**src/rtl/tpg_frame_sched.sv**
```systemverilog
// -----------------------------------------------------------------------------
// tpg_frame_sched
//
// Frame scheduler / stream sequencer for the incrementing test-pattern
// generator. While `enable` is seen high at a frame boundary it emits one
// frame on a valid/ready stream. Each frame is made up of:
//   * a 3-beat control packet: 0x00000F (sop), width, height (eop)
//   * a video packet: header beat 0x000000 (sop), then WIDTH*HEIGHT pixel
//     beats carrying {y[11:0], x[11:0]}, with eop on the last pixel
//   * GAP idle cycles with dout_valid low
//
// Parameters
//   WIDTH  active pixels per line   (1..65535)
//   HEIGHT active lines per frame   (1..65535)
//   GAP    idle cycles after each video packet (0..65535, 0 = none)
//
// Ports
//   clk          single clock, rising edge
//   rst          synchronous, active-high reset
//   enable       run request, sampled only at frame boundaries
//   dout_ready   sink ready
//   dout_valid   beat valid
//   dout_data    24-bit beat payload
//   dout_sop     first beat of a packet
//   dout_eop     last beat of a packet
//   busy         high whenever the scheduler is not idle
//   frame_done   one-cycle pulse after the video eop beat transfers
//   frame_count  completed frames, wraps 65535 -> 0
//
// The output beat (valid/data/sop/eop) lives in registers. The next beat is
// computed combinationally from the current state whenever the current beat
// transfers, so a continuously ready sink takes one beat per cycle across
// every packet boundary.
// -----------------------------------------------------------------------------
module tpg_frame_sched #(
  parameter int WIDTH  = 1920,
  parameter int HEIGHT = 1080,
  parameter int GAP    = 16
) (
  input  logic        clk,
  input  logic        rst,
  input  logic        enable,
  input  logic        dout_ready,
  output logic        dout_valid,
  output logic [23:0] dout_data,
  output logic        dout_sop,
  output logic        dout_eop,
  output logic        busy,
  output logic        frame_done,
  output logic [15:0] frame_count
);

  // ---------------------------------------------------------------------------
  // State encoding
  // ---------------------------------------------------------------------------
  localparam logic [2:0] S_IDLE = 3'd0;
  localparam logic [2:0] S_CTRL = 3'd1;
  localparam logic [2:0] S_VHDR = 3'd2;
  localparam logic [2:0] S_VID  = 3'd3;
  localparam logic [2:0] S_GAP  = 3'd4;

  // ---------------------------------------------------------------------------
  // Derived constants
  // ---------------------------------------------------------------------------
  localparam logic [15:0] X_LAST   = 16'(WIDTH - 1);
  localparam logic [15:0] Y_LAST   = 16'(HEIGHT - 1);
  // Only meaningful when GAP > 0; the GAP state is never entered otherwise.
  localparam logic [15:0] GAP_LAST = 16'(GAP - 1);
  localparam bit          HAS_GAP  = (GAP != 0);

  localparam logic [23:0] CTRL_ID  = 24'h00000F;
  localparam logic [23:0] CTRL_W   = {8'h00, 16'(WIDTH)};
  localparam logic [23:0] CTRL_H   = {8'h00, 16'(HEIGHT)};
  localparam logic [23:0] VHDR_ID  = 24'h000000;

  // ---------------------------------------------------------------------------
  // Registers and next-state values
  // ---------------------------------------------------------------------------
  logic [2:0]  state_q, state_d;
  logic [1:0]  ctrl_idx_q, ctrl_idx_d;
  logic [15:0] x_q, x_d;
  logic [15:0] y_q, y_d;
  logic [15:0] gap_q, gap_d;
  logic [15:0] fcnt_q, fcnt_d;
  logic        valid_q, valid_d;
  logic [23:0] data_q, data_d;
  logic        sop_q, sop_d;
  logic        eop_q, eop_d;
  logic        busy_q, busy_d;
  logic        done_q, done_d;

  logic        xfer;
  logic        boundary;
  logic [15:0] x_n;
  logic [15:0] y_n;

  // True when (x, y) addresses the final pixel of the frame.
  function automatic logic is_last_pixel(input logic [15:0] x, input logic [15:0] y);
    return (x == X_LAST) && (y == Y_LAST);
  endfunction

  assign xfer = valid_q && dout_ready;

  // ---------------------------------------------------------------------------
  // Next-state / next-beat logic
  // ---------------------------------------------------------------------------
  always_comb begin
    state_d    = state_q;
    ctrl_idx_d = ctrl_idx_q;
    x_d        = x_q;
    y_d        = y_q;
    gap_d      = gap_q;
    fcnt_d     = fcnt_q;
    valid_d    = valid_q;
    data_d     = data_q;
    sop_d      = sop_q;
    eop_d      = eop_q;
    done_d     = 1'b0;
    boundary   = 1'b0;
    x_n        = x_q;
    y_n        = y_q;

    case (state_q)
      // IDLE behaves exactly like a frame boundary: start on enable, else stay.
      S_IDLE: boundary = 1'b1;

      S_CTRL: begin
        if (xfer) begin
          case (ctrl_idx_q)
            2'd0: begin
              ctrl_idx_d = 2'd1;
              data_d     = CTRL_W;
              sop_d      = 1'b0;
              eop_d      = 1'b0;
            end
            2'd1: begin
              ctrl_idx_d = 2'd2;
              data_d     = CTRL_H;
              sop_d      = 1'b0;
              eop_d      = 1'b1;
            end
            default: begin
              ctrl_idx_d = 2'd0;
              state_d    = S_VHDR;
              data_d     = VHDR_ID;
              sop_d      = 1'b1;
              eop_d      = 1'b0;
            end
          endcase
        end
      end

      S_VHDR: begin
        // The first pixel (0,0) is already the last one for a 1x1 frame.
        if (xfer) begin
          state_d = S_VID;
          x_d     = 16'd0;
          y_d     = 16'd0;
          data_d  = 24'h000000;
          sop_d   = 1'b0;
          eop_d   = is_last_pixel(16'd0, 16'd0);
        end
      end

      S_VID: begin
        if (xfer) begin
          if (eop_q) begin
            // Final pixel of the frame has just been accepted.
            x_d    = 16'd0;
            y_d    = 16'd0;
            fcnt_d = fcnt_q + 16'd1;
            done_d = 1'b1;
            if (HAS_GAP) begin
              state_d = S_GAP;
              gap_d   = 16'd0;
              valid_d = 1'b0;
              sop_d   = 1'b0;
              eop_d   = 1'b0;
            end else begin
              boundary = 1'b1;
            end
          end else begin
            if (x_q == X_LAST) begin
              x_n = 16'd0;
              y_n = y_q + 16'd1;
            end else begin
              x_n = x_q + 16'd1;
            end
            x_d    = x_n;
            y_d    = y_n;
            data_d = {y_n[11:0], x_n[11:0]};
            sop_d  = 1'b0;
            eop_d  = is_last_pixel(x_n, y_n);
          end
        end
      end

      S_GAP: begin
        // gap_q counts 0..GAP-1, one idle cycle per value.
        if (gap_q == GAP_LAST) begin
          boundary = 1'b1;
        end else begin
          gap_d = gap_q + 16'd1;
        end
      end

      default: begin
        state_d = S_IDLE;
        valid_d = 1'b0;
        sop_d   = 1'b0;
        eop_d   = 1'b0;
      end
    endcase

    // Frame boundary: either present control beat 0 right away, or go idle.
    if (boundary) begin
      gap_d      = 16'd0;
      ctrl_idx_d = 2'd0;
      if (enable) begin
        state_d = S_CTRL;
        valid_d = 1'b1;
        data_d  = CTRL_ID;
        sop_d   = 1'b1;
        eop_d   = 1'b0;
      end else begin
        state_d = S_IDLE;
        valid_d = 1'b0;
        sop_d   = 1'b0;
        eop_d   = 1'b0;
      end
    end

    busy_d = (state_d != S_IDLE);
  end

  // ---------------------------------------------------------------------------
  // State registers
  // ---------------------------------------------------------------------------
  always_ff @(posedge clk) begin
    if (rst) begin
      state_q    <= S_IDLE;
      ctrl_idx_q <= 2'd0;
      x_q        <= 16'd0;
      y_q        <= 16'd0;
      gap_q      <= 16'd0;
      fcnt_q     <= 16'd0;
      valid_q    <= 1'b0;
      data_q     <= 24'd0;
      sop_q      <= 1'b0;
      eop_q      <= 1'b0;
      busy_q     <= 1'b0;
      done_q     <= 1'b0;
    end else begin
      state_q    <= state_d;
      ctrl_idx_q <= ctrl_idx_d;
      x_q        <= x_d;
      y_q        <= y_d;
      gap_q      <= gap_d;
      fcnt_q     <= fcnt_d;
      valid_q    <= valid_d;
      data_q     <= data_d;
      sop_q      <= sop_d;
      eop_q      <= eop_d;
      busy_q     <= busy_d;
      done_q     <= done_d;
    end
  end

  // ---------------------------------------------------------------------------
  // Outputs
  // ---------------------------------------------------------------------------
  assign dout_valid  = valid_q;
  assign dout_data   = data_q;
  assign dout_sop    = sop_q;
  assign dout_eop    = eop_q;
  assign busy        = busy_q;
  assign frame_done  = done_q;
  assign frame_count = fcnt_q;

endmodule

```
**config.mk**
```make
export PLATFORM = sky130hd
export DESIGN_NAME = tpg_frame_sched
export DESIGN_NICKNAME = d
export VERILOG_FILES = /design/src/rtl/tpg_frame_sched.sv
export SDC_FILE = /design/constraint.sdc
export NUM_CORES = 1
export LEC_CHECK = 0
export CAP_MARGIN = 20
export CORE_UTILIZATION = 50
export CTS_CLUSTER_DIAMETER = 120
export DETAILED_ROUTE_END_ITERATION = 12
export GPL_ROUTABILITY_DRIVEN = 0
export GPL_TIMING_DRIVEN = 0
export PLACE_DENSITY = 0.74
export SETUP_SLACK_MARGIN = 0.3
export SLEW_MARGIN = 20
export SYNTH_ARGS = -nofsm -noshare
export SYNTH_HDL_FRONTEND = slang
export SYNTH_SLANG_ARGS = --single-unit
```
**constraint.sdc**
```tcl
create_clock -name clk -period 2.5 [get_ports clk]
set_clock_uncertainty 0.05 [all_clocks]
set_input_delay 0.25 -clock clk [delete_from_list [all_inputs] [get_ports clk]]
set_output_delay 0.25 -clock clk [all_outputs]
set_load 0.005 [all_outputs]
```
# ---- After elaboration in Yosys (flattened, before gate mapping)
# Index checks and enable logic that the tools add are counted.
dict set report classes {
  eq_ne 20
  n_mux 54
  n_reduce_logical 20
  addsub 4
  n_bitwise 3
}
# cell count
set ops {}
lappend ops {{16-bit two-way mux} 16}
lappend ops {{24-bit two-way mux} 6}
lappend ops {{16-bit one-hot mux with 2 select lines} 3}
lappend ops {{24-bit one-hot mux with 3 select lines} 1}
lappend ops {{16-bit by 1-bit adder with 16-bit output, second input constant} 4}
lappend ops {{16-bit by 11-bit equality test with 1-bit output, second input constant} 3}
lappend ops {{11-bit one-hot mux with 2 select lines} 1}
lappend ops {{3-bit two-way mux} 6}
lappend ops {{16-bit by 4-bit equality test with 1-bit output, second input constant} 1}
lappend ops {{1-bit two-way mux} 15}
lappend ops {{3-bit one-hot mux with 4 select lines} 1}
lappend ops {{3-bit AND reduction} 4}
lappend ops {{2-bit != test, second input constant} 5}
lappend ops {{3-bit != test, second input constant} 3}
lappend ops {{4-bit AND reduction} 2}
lappend ops {{2-bit OR reduction} 4}
lappend ops {{3-bit by 2-bit equality test with 1-bit output, second input constant} 2}
lappend ops {{2-bit by 1-bit != test with 1-bit output, second input constant} 2}
lappend ops {{1-bit one-hot mux with 2 select lines} 2}
lappend ops {{1-bit one-hot mux with 4 select lines} 1}
lappend ops {{2-bit one-hot mux with 2 select lines} 1}
lappend ops {{2-bit nonzero test} 2}
lappend ops {{4-bit OR reduction} 1}
lappend ops {{3-bit by 1-bit equality test with 1-bit output, second input constant} 1}
lappend ops {{11 further kinds} 14}
dict set report totals {
  output_inout_bits 45
  register_bits 98
  word_cells 113
}

# ---- Longest topological paths before layout
dict set report logic_depth {
  ltp_word 10
  depth_mapped 10
  mapped_depth_nobuf 7
}

# ---- Worst setup path before layout
# Ideal clock, no wire load.
dict set report synth_path {
  path_kind {reg2reg}
  from {register x_q[0]}
  to {register eop_q, in the netlist dout_eop}
  path_slack_ns -0.065
  arrival_time_ns 2.431
  path_buffers 1
  path_stages_with_launch 9
  path_cell_list {dfxtp_1 > ha_1 > buf_6 > nor4bb_4 > and4_4 > or4b_1 > mux2_2 > or4_4 > o31ai_2}
}
dict set report synth_between {
  elab_chain_cells 10
}
# element line_no
set synth_rtl {}
lappend synth_rtl {{from (decl)} 81} ;# logic [15:0] x_q, x_d;
lappend synth_rtl {{from (signal assigned)} 243} ;# x_q <= 16'd0;
lappend synth_rtl {{from (signal assigned)} 256} ;# x_q <= x_d;
lappend synth_rtl {{16-bit by 1-bit adder with 16-bit output or 16-bit by 11-bit equality test with 1-bit output (tied branches)} {187, 183}}
lappend synth_rtl {{16-bit two-way mux} 183} ;# if (x_q == X_LAST) begin
lappend synth_rtl {{16-bit two-way mux} 167} ;# if (eop_q) begin
lappend synth_rtl {{16-bit two-way mux} 166} ;# if (xfer) begin
lappend synth_rtl {{16-bit two-way mux} 123} ;# case (state_q)
lappend synth_rtl {{16-bit by 11-bit equality test with 1-bit output} 99} ;# return (x == X_LAST) && (y == Y_LAST);
lappend synth_rtl {{1-bit logical AND (*)} 99}
lappend synth_rtl {{1-bit two-way mux (*)} 167}
lappend synth_rtl {{1-bit two-way mux (*)} 166}
lappend synth_rtl {{1-bit one-hot mux with 4 select lines (*)} 123}
lappend synth_rtl {{to (signal assigned)} 263} ;# eop_q <= eop_d;
lappend synth_rtl {{to (decl)} 88} ;# logic eop_q, eop_d;
# Every way passes the cells marked *; elsewhere a longest branch is shown, timed or not. The select of a mux whose other input is x is not followed.
# A chain may end at the register's enable or synchronous reset.

# ---- Worst setup path in the final report
# Ends and elaborated chain as after synthesis.

==> results.sh <==
export IMPL_fillers=840
export IMPL_n_antenna_cell=0
export IMPL_hpwl_mm=9.62
export IMPL_synth_ff_type="dfxtp_1"
export IMPL_max_cap_violations=0
export IMPL_switchingPower_mw=0.689
export IMPL_drt_iter0_drc=341
export IMPL_grt_antenna_before_repair=0
export IMPL_syn_to_final_growth_pct=24.6
export IMPL_max_freq_ghz=0.405
export IMPL_cts_buffers=9
export IMPL_outcome="complete, no violations"
export IMPL_setup_worst_path_end_class="register"
export IMPL_synth_cell_types=57
export IMPL_pin_count=49
export IMPL_placed_area_sq_um=5700
export IMPL_synth_seq_cells=98
export IMPL_synthArstFlopShare_pct=0
export IMPL_power_internal_mw=2.09
export IMPL_synth_fp_nets=640
export IMPL_start_util_pct=51.5
export IMPL_ctsHoldBuffers=0
export IMPL_setup_viol=0
export IMPL_remaining_drc_errors=0
export IMPL_powerDensity_nw_per_um2=443
export IMPL_register_area_sq_um=1980
export IMPL_grt_usage_pct=27.9
export IMPL_worstHoldStart="rst"
export IMPL_postSynthCellCount=632
export IMPL_path_class="reg2reg"
export IMPL_grt_remaining_overflow=0
export IMPL_die_y_um=102
export IMPL_finalCritPeriodShare_pct=98.8
export IMPL_layout_nets=720
export IMPL_via_per_inst=5.96
export IMPL_syn_mean_instance_area_sq_um=7.97
export IMPL_sw_frac_of_total_pct=24.8
export IMPL_ys_seq_area_share_pct=39.0
export IMPL_whs_ps=236
export IMPL_ff2ff_path_depth=8
export IMPL_hold_depth=2
export IMPL_tightest_slew_ps=642
export IMPL_slew_viol_final=0
export IMPL_ant_nets=0
export IMPL_hold_class="in2reg"
export IMPL_grt_max_degree=18
export IMPL_drive_gt1_share_pct=15.8
export IMPL_relSlewSlack_pct=57.2
export IMPL_grt_pass1_wl_mm=22.5
export IMPL_clock_sinks=98
export IMPL_grt_pass1_vias=4566
export IMPL_cts_tree="done"
export IMPL_crit_arrival_ps=2730
export IMPL_irDropWorstVdd_v=0.000254
export IMPL_cp_startpoint="x_q[0]$_SDFFE_PP0P_"
export IMPL_cp_max_fo=5
export IMPL_hold_viol=0
export IMPL_synth_edf_count=0
export IMPL_mostFrequentLayoutCells="dfxtp_1 (89), nand2_1 (74), nor2_1 (70), a21oi_1 (50), clkdlybuf4s50_1 (47)"
export IMPL_firstDrtPassIters=5
export IMPL_portBuffers=47
export IMPL_hold_end="state_q[2]$_SDFF_PP0_"
export IMPL_final_common_cell="dfxtp_1"
export IMPL_clk_path_buf_depth=2
export IMPL_wire_per_inst_um=16.7
export IMPL_period_needed_ps=2470
export IMPL_core_sq_um=9770
export IMPL_die_area_sq_um=10500
export IMPL_power_frac_comb_pct=4.3
export IMPL_die_w_um=102
export IMPL_htree_levels=3
export IMPL_p_leak_nw=2.15
export IMPL_ys_warn_count=0
export IMPL_rsz0062_at_grt="yes"
export IMPL_clkPwrFrac_pct=38.9
export IMPL_yosysTopAreaCellShare_pct=39.0
export IMPL_cts_root_buf="clkbuf_8"
export IMPL_synth_top_cells_by_area="dfxtp_1 (39%), nand2_1 (5.7%), nor2_1 (5.4%)"
export IMPL_rows=36
export IMPL_design_area_sq_um=6270
export IMPL_worstReg2RegStart="x_q[0]$_SDFFE_PP0P_"
export IMPL_rrSetupSlack_ps=30
export IMPL_crit_required_ps=2760
export IMPL_clock_insertion_delay_worst_skew_ps=390
export IMPL_startpoint_type="register"
export IMPL_synth_top_area_cell="dfxtp_1"
export IMPL_vias=5062
export IMPL_syn_area_sq_um=5040
export IMPL_routed_wl_mm=14.2
export IMPL_worst_setup_hold_path_clk_slew_ps=100
export IMPL_multiInputGateArea_sq_um=3030
export IMPL_r2r_end="dout_eop$_SDFFE_PP0P_"
export IMPL_seq_power_share_pct=56.8
synth_stat cells (3+ instances only):
| master | n |
|---|---|
| a21o_1 | 5 |
| a21oi_1 | 52 |
| a22oi_1 | 16 |
| a311oi_1 | 3 |
| a31oi_1 | 9 |
| and2_1 | 7 |
| and3_1 | 20 |
| and4_1 | 6 |
| and4b_1 | 3 |
| buf_1 | 5 |
| buf_2 | 7 |
| clkbuf_1 | 29 |
| dfxtp_1 | 98 |
| ha_1 | 4 |
| inv_1 | 5 |
| nand2_1 | 76 |
| nand2b_1 | 6 |
| nand3_1 | 22 |
| nand4_1 | 19 |
| nor2_1 | 72 |
| nor3_1 | 12 |
| nor4_1 | 8 |
| nor4_2 | 3 |
| o21ai_0 | 30 |
| o22ai_1 | 4 |
| o31a_1 | 3 |
| or3_1 | 17 |
| or4_1 | 4 |
| xnor2_1 | 27 |
| xor2_1 | 23 |
state kept, by name, indices dropped and copies added, names as in the netlist, 2 cells and up:
register,cells
state_q,3
dout_data,24
x_q,16
y_q,16
gap_q,16
ctrl_idx_q,2
frame_count,16
power groups by stage:
stage	registers [mW]	logic, mW	clock network, mW
floorplan	1.61	0.0602	0
finish	1.58	0.119	1.08
global route	1.58	0.131	1.15
global placement	1.62	0.110	0
detailed placement	1.62	0.111	0
CTS	1.58	0.114	1.09
metal layers:
metal / vias up / GRT usage [%] / wire length [um]
li1: 2422 / - / -
met1: 2354 / 37.6 / 6100
met2: 236 / 42.1 / 6390
met3: 50 / 5.34 / 1200
met4: 0 / 15.1 / 504
met5: - / 0 / 0
per-stage QoR:
step | cells | setup TNS [ps] | power [mW] | setup WS [ps] | util [%]
global route | 850 | 0 | 2.86 | 10.1 | 64.2
finish | 850 | 0 | 2.78 | 29.5 | 64.2
detailed placement | 812 | -20820 | 1.73 | -656 | 58.3
global placement | 812 | -18240 | 1.72 | -602 | 58.3
floorplan | 632 | 0 | 1.67 | 110 | -
CTS | 844 | 0 | 2.78 | 60.6 | 62.3
worst max path at each step:
stage                     cells after the start  slack [ps]                      end
final                                         8          30    dout_eop$_SDFFE_PP0P_
after global routing                          8          10    dout_eop$_SDFFE_PP0P_
after CTS                                     8          60    dout_eop$_SDFFE_PP0P_
after detailed placement                      8        -660   gap_q[13]$_SDFFE_PP0P_
after global placement                        6        -600  dout_data[2]$_SDFF_PP0_
after floorplan                               8         110    dout_eop$_SDFFE_PP0P_
cell families after synthesis:
family	after synthesis	share of synthesized area (%)
adders and majority gates	4	0.994
xor gates and xnor gates	50	8.70
and+or+nand+nor	292	30.3
muxes	1	0.224
AOI/OAI and AO/OA	138	16.8
buffers and inverters	49	4.07
DFF	98	39.0
what timing repair did:
item                                    CTS  global route
endpoints found under the setup margin   72            67
resized for setup                        31            60
buffers inserted                         16             6
pin swaps                                 5            12
critical path, cell delays in order, from the launching register on:
cell	delay (ps)
dfxtp_4	370
ha_4	150
buf_6	120
nor4bb_4	150
and4_4	200
or4b_1	470
mux2_4	280
or4_4	440
o31ai_4	170
cell type report:
type	instances	share of cell area (%)
clock inverter	7	1.22
buffer	44	3.93
inverter	5	0.299
clock buffer	9	1.97
multi-input combinational	485	48.2
timing repair buffer	69	10.1
tap	133	2.65
sequential	98	31.6
No activity file was read; power rests on OpenSTA's default activity.
